--- src/rtl/seg_scan_controller.sv ---
// Time-multiplexed scan controller for a bank of seven-segment digits that
// share one segment bus. A value is staged in a shadow register and only
// becomes visible at a frame boundary (or when scanning starts), so a digit
// never shows a mix of old and new data. Each digit slot is a dead-time
// blank followed by a dwell with that digit's enable asserted.
module seg_scan_controller #(
  parameter int NUM_DIGITS   = 4,
  parameter int DWELL_CYCLES = 8,
  parameter int BLANK_CYCLES = 2
) (
  input  logic                      clk,
  input  logic                      rst,
  input  logic                      en,
  input  logic                      load,
  input  logic [4*NUM_DIGITS-1:0]   data_in,
  input  logic                      lz_blank,
  output logic [6:0]                seg,
  output logic [NUM_DIGITS-1:0]     dig_en,
  output logic                      frame_done,
  output logic                      pending
);

  localparam int IDX_W   = (NUM_DIGITS > 1) ? $clog2(NUM_DIGITS) : 1;
  localparam int CNT_MAX = (DWELL_CYCLES > BLANK_CYCLES) ? DWELL_CYCLES : BLANK_CYCLES;
  localparam int CNT_W   = (CNT_MAX > 1) ? $clog2(CNT_MAX) : 1;

  localparam logic [CNT_W-1:0] BLANK_LAST = CNT_W'(BLANK_CYCLES - 1);
  localparam logic [CNT_W-1:0] DWELL_LAST = CNT_W'(DWELL_CYCLES - 1);
  localparam logic [IDX_W-1:0] IDX_LAST   = IDX_W'(NUM_DIGITS - 1);

  typedef enum logic [1:0] {
    IDLE  = 2'd0,
    BLANK = 2'd1,
    SHOW  = 2'd2
  } state_t;

  // Sequential state
  state_t                    state_reg;
  logic [IDX_W-1:0]          idx_reg;
  logic [CNT_W-1:0]          cnt_reg;
  logic [4*NUM_DIGITS-1:0]   shadow_reg;
  logic [4*NUM_DIGITS-1:0]   active_reg;
  logic                      pending_reg;
  logic [6:0]                seg_reg;
  logic [NUM_DIGITS-1:0]     dig_en_reg;
  logic                      frame_done_reg;

  // Next-state values
  state_t                    state_next;
  logic [IDX_W-1:0]          idx_next;
  logic [CNT_W-1:0]          cnt_next;
  logic                      commit;
  logic [6:0]                seg_next;
  logic [NUM_DIGITS-1:0]     dig_en_next;
  logic                      frame_done_next;

  // Per-digit decoded segments and leading-zero blank flags
  logic [6:0]                digit_seg [NUM_DIGITS];
  logic [NUM_DIGITS-1:0]     nz_above;
  logic [NUM_DIGITS-1:0]     blanked;

  // BCD to {a,b,c,d,e,f,g}; codes 10-15 are dark.
  function automatic logic [6:0] decode_bcd(input logic [3:0] nib);
    logic [6:0] s;
    case (nib)
      4'd0:    s = 7'b1111110;
      4'd1:    s = 7'b0110000;
      4'd2:    s = 7'b1101101;
      4'd3:    s = 7'b1111001;
      4'd4:    s = 7'b0110011;
      4'd5:    s = 7'b1011011;
      4'd6:    s = 7'b1011111;
      4'd7:    s = 7'b1110000;
      4'd8:    s = 7'b1111111;
      4'd9:    s = 7'b1111011;
      default: s = 7'b0000000;
    endcase
    return s;
  endfunction

  // One decoder and one leading-zero test per digit, all fed from the
  // committed value so the shown data is stable for the whole frame.
  for (genvar gi = 0; gi < NUM_DIGITS; gi++) begin : g_digit
    assign digit_seg[gi] = decode_bcd(active_reg[4*gi +: 4]);
    assign nz_above[gi]  = |active_reg[4*NUM_DIGITS-1 : 4*gi];
    if (gi == 0) begin : g_lsd
      // The least significant digit always shows, even for an all-zero value.
      assign blanked[gi] = 1'b0;
    end else begin : g_upper
      assign blanked[gi] = lz_blank & ~nz_above[gi];
    end
  end

  // Next-state logic: slot sequencing, digit stepping and commit points.
  always_comb begin
    state_next      = state_reg;
    idx_next        = idx_reg;
    cnt_next        = cnt_reg;
    commit          = 1'b0;
    frame_done_next = 1'b0;
    if (!en) begin
      // Disabling abandons the frame: no completion pulse, no commit.
      state_next = IDLE;
      idx_next   = '0;
      cnt_next   = '0;
    end else begin
      case (state_reg)
        IDLE: begin
          state_next = BLANK;
          idx_next   = '0;
          cnt_next   = '0;
          commit     = pending_reg;
        end
        BLANK: begin
          if (cnt_reg == BLANK_LAST) begin
            state_next = SHOW;
            cnt_next   = '0;
          end else begin
            cnt_next = cnt_reg + CNT_W'(1);
          end
        end
        SHOW: begin
          if (cnt_reg == DWELL_LAST) begin
            state_next = BLANK;
            cnt_next   = '0;
            if (idx_reg == IDX_LAST) begin
              idx_next        = '0;
              frame_done_next = 1'b1;
              commit          = pending_reg;
            end else begin
              idx_next = idx_reg + IDX_W'(1);
            end
          end else begin
            cnt_next = cnt_reg + CNT_W'(1);
          end
        end
        default: begin
          state_next = IDLE;
          idx_next   = '0;
          cnt_next   = '0;
        end
      endcase
    end
  end

  // Output values for the coming cycle, derived from the next state so the
  // registered pins line up with the state they belong to. SHOW is only
  // entered from BLANK, where no commit happens, so active_reg is current.
  always_comb begin
    seg_next    = 7'd0;
    dig_en_next = '0;
    if (state_next == SHOW) begin
      dig_en_next = NUM_DIGITS'(1) << idx_next;
      seg_next    = blanked[idx_next] ? 7'd0 : digit_seg[idx_next];
    end
  end

  // Scan state and registered display outputs.
  always_ff @(posedge clk) begin
    if (rst) begin
      state_reg      <= IDLE;
      idx_reg        <= '0;
      cnt_reg        <= '0;
      seg_reg        <= 7'd0;
      dig_en_reg     <= '0;
      frame_done_reg <= 1'b0;
    end else begin
      state_reg      <= state_next;
      idx_reg        <= idx_next;
      cnt_reg        <= cnt_next;
      seg_reg        <= seg_next;
      dig_en_reg     <= dig_en_next;
      frame_done_reg <= frame_done_next;
    end
  end

  // Shadow/active value path. A load in the same cycle as a commit still
  // captures the new value and keeps it pending; the commit takes the old one.
  always_ff @(posedge clk) begin
    if (rst) begin
      shadow_reg  <= '0;
      active_reg  <= '0;
      pending_reg <= 1'b0;
    end else begin
      if (commit) begin
        active_reg <= shadow_reg;
      end
      if (load) begin
        shadow_reg  <= data_in;
        pending_reg <= 1'b1;
      end else if (commit) begin
        pending_reg <= 1'b0;
      end
    end
  end

  assign seg        = seg_reg;
  assign dig_en     = dig_en_reg;
  assign frame_done = frame_done_reg;
  assign pending    = pending_reg;

endmodule
--- config.mk ---
export PLATFORM = sky130hd
export DESIGN_NAME = seg_scan_controller
export DESIGN_NICKNAME = d
export VERILOG_FILES = /design/src/rtl/seg_scan_controller.sv
export SDC_FILE = /design/constraint.sdc
export NUM_CORES = 1
export LEC_CHECK = 0
export CAP_MARGIN = 20
export CORE_MARGIN = 2
export CORE_UTILIZATION = 40
export CTS_CLUSTER_SIZE = 14
export DETAILED_ROUTE_END_ITERATION = 6
export PLACE_DENSITY = 0.64
export SETUP_SLACK_MARGIN = 0.3
export SYNTH_ARGS = -nofsm -noshare
export SYNTH_HDL_FRONTEND = slang
export SYNTH_SLANG_ARGS = --single-unit
--- constraint.sdc ---
create_clock -name clk -period 3.12 [get_ports clk]
set_input_delay 0.936 -clock clk [delete_from_list [all_inputs] [get_ports clk]]
set_output_delay 0.936 -clock clk [all_outputs]
set_load 0.05 [all_outputs]
==> impl_metrics.ini <==
[logic_synthesis]
yosys.area.top_type_share_pct = 42.3
synth-compound-area-share_pct = 16.2
synth-xor-area-share_pct = 0.232
synth_area_mm2 = 0.00378
yosys-top-cells-area = dfxtp_1 42%, ha_1 11%, mux2i_1 7.4%
syn-instance-count = 374
synth_top_area_cell = dfxtp_1
syn_area_per_cell_um2 = 10.1
synth_edf_count = 0
synthArstFlopShare_pct = 0
yosysSeqAreaShare_pct = 42.3
syn_nets = 428
synth-simple-area-share_pct = 13.3
synth_flop_cell = dfxtp_1
ys_ff_latch = 80
yosys.area_share.adder_pct = 10.9
synth.distinct_cells = 49
yosysWarnings = 0
synth_top_family_by_area = compound AO/OA/AOI/OAI gates
synth_mux_area_share_pct = 11.6

[routing]
first_iter_violations = 119
antenna_left = 0
finalWirelength_mm = 7.71
dr_total_vias = 2788
drc = 0
wire_per_inst_um = 14.4
first_pass_iters = 4
vias_per_cell = 5.22

[worst_setup_path]
crit_chain = clkdlybuf4s50_1 > and2_1 > buf_12 > nand3_1 > a21oi_1 > inv_1 > ha_1 > mux2_2 > o21ai_1
rrSetupSlack_ns = 0.56
regToRegEndpoint = digit_seg[6]$_DFF_P_
arrival_ns = 2.94
end_kind = flop
start_kind = input pin
crit_buf_inv = 3
reg2regPathDepth = 10
cp_slowest_cell = clkdlybuf4s50_1
path_max_fanout = 17
critPathMaxStageDelay_ns = 0.50
cp_top_family = buffers and inverters
r2r_start = state_reg[0]$_SDFF_PP0_
critPathKind = input pin to flop
required_ns = 3.40

[timing]
relSlewSlack_pct = 64.3
finalCriticalPeriod_ns = 2.66
drv_slew = 0
fmax_ghz = 0.376
worst_clock_skew_ns = 0.0111
grt_setup_unrepaired = false
worst_slew_pin_slew_ns = 0.534
finalSetupTns_ns = 0
fin_ws_ns = 0.461
hold_viol_final = 0
setup_viol_count_final = 0
fin_crit_sh_pct = 85.2

[clocking]
h-tree-depth = 3
clk_pin_slew_ns = 0.08
clock_sinks = 80
cts_hold_buf = 0
insertion_delay_ns = 0.35
cts_tree = done
clockBufferDepth = 2
numCtsBuffers = 9
root_buffer = clkbuf_8

[cells_and_area]
drive_above_1_share_pct = 16.5
final_common_cell = dfxtp_1
num_antenna_cells = 0
largest_reg_flops = 28
fin_util_pct = 49.2
nets = 472
layout_common_cells = 80 x dfxtp_1, 33 x ha_1, 33 x clkdlybuf4s50_1, 30 x o21ai_0, 29 x nor2_1
syn_to_final_growth_pct = 19.6

[placed_design]
numPortBuffers = 33
hpwl_mm = 5.78
gp_congestion = 0.834
preCtsSetupSlack_ns = 0.0859

[grt]
grt_max_degree = 39
grt_pass1_vias = 2719
antenna_found_initial = 0
grtUsageTotal_pct = 16.2
grt_overflow = 0
grt_pass1_wl_mm = 13.1

[job]
drv_cap = 0

[hold_path]
min_to = cnt_reg[0]$_SDFF_PP0_
min-delay-start = cnt_reg[0]$_SDFF_PP0_
holdPathStages = 1
hold_class = flop to flop

[floorplanning]
rows = 35
top_level_ports = 34
core_area_mm2 = 0.00920
die_y_um = 101
dieArea_mm2 = 0.0102
die_w_um = 101
start_util_pct = 41.1

[power_and_ir_drop]
p_per_area_mw_per_mm2 = 447
leakage_nw = 1.88
ir_drop_v = 0.000233

[outcome]
status = finished clean
-- worst register-to-register path: cells and delay by family, from the launching register on --
kind,cells,cell delay (ns)
flops,1,0.42
compound gates,4,0.74
buf+inv,3,0.51
fa+ha+maj,2,0.57
mux,1,0.26
-- area by class of cell --
type / instances / area (um2)
Clock buffer: 12 / 155
Fill cell: 858 / 4670
Sequential cell: 80 / 1600
Tap cell: 111 / 139
Inverter: 25 / 93.8
Clock inverter: 4 / 51.3
Timing Repair Buffer: 50 / 495
Multi-Input combinational cell: 252 / 1990
-- what timing repair did --
item | CTS | global route
setup endpoints to repair | 0 | 22
setup buffers | 0 | 0
resized for setup | 0 | 3
-- routing by layer --
| metal | GRT usage (%) | vias to the layer above | routed length (um) |
|---|---|---|---|
| met2 | 27.6 | 39 | 3790 |
| li1 | - | 1412 | - |
| met1 | 20.4 | 1327 | 3550 |
| met5 | 0 | - | 0 |
| met4 | 6.44 | 0 | 119 |
| met3 | 2.69 | 10 | 245 |
-- logic make-up after synthesis --
group,after synthesis
flip-flops,80
XOR/XNOR,1
adder cells (fa/ha/maj),33
AND/OR/NAND/NOR,88
AO/OA/AOI/OAI,88
buffers and inverters,42
multiplexers,42
-- how the worst max path moves through the flow --
stage | from | to | slack (ns) | depth (start not counted)
after global routing | en | digit_seg[21]$_DFF_P_ | 0.33 | 10
after global placement | en | digit_seg[13]$_DFF_P_ | 0.17 | 9
after detailed placement | en | digit_seg[6]$_DFF_P_ | 0.09 | 9
after CTS | cnt_reg[0]$_SDFF_PP0_ | digit_seg[20]$_DFF_P_ | 0.32 | 8
final | en | digit_seg[6]$_DFF_P_ | 0.46 | 9
after floorplan | en | digit_seg[13]$_DFF_P_ | 0.73 | 9
-- report_power, final --
part	internal (W)	switching (W)	total, W
logic	0.0000830	0.0000844	0.000167
registers	0.00105	0.0000156	0.00107
clock network	0.000416	0.000371	0.000787
-- stage by stage --
stage	hold slack, ns	total power (W)	area (um2)	instances
detailed placement	0.439	0.00126	4310	518
CTS	0.455	0.00204	4510	534
global placement	0.435	0.00126	4310	518
finish	0.450	0.00202	4520	534
floorplan	0.421	0.00119	3780	374
global route	0.484	0.00211	4520	534
-- cell usage after synthesis, types with 2 or more instances --
master	n
dfxtp_1	80
buf_4	3
nor2_1	29
mux2i_1	28
mux2_2	14
nand3_1	14
inv_1	25
buf_6	4
a222oi_1	6
and2_1	2
and3_1	2
a21o_1	10
nand2_1	5
o21ai_0	30
nand2b_1	2
nand3b_1	4
a21oi_1	12
ha_1	33
or3b_4	3
nor3_1	2
and3b_1	2
nor2b_1	9
o21ai_1	2
a21oi_4	3
nor3b_1	2
o22ai_1	10
o21ai_2	3
nand3_2	3
buf_2	5
buf_1	4
a21oi_2	3
nor4_1	3
Power figures use the tool's default switching activity.
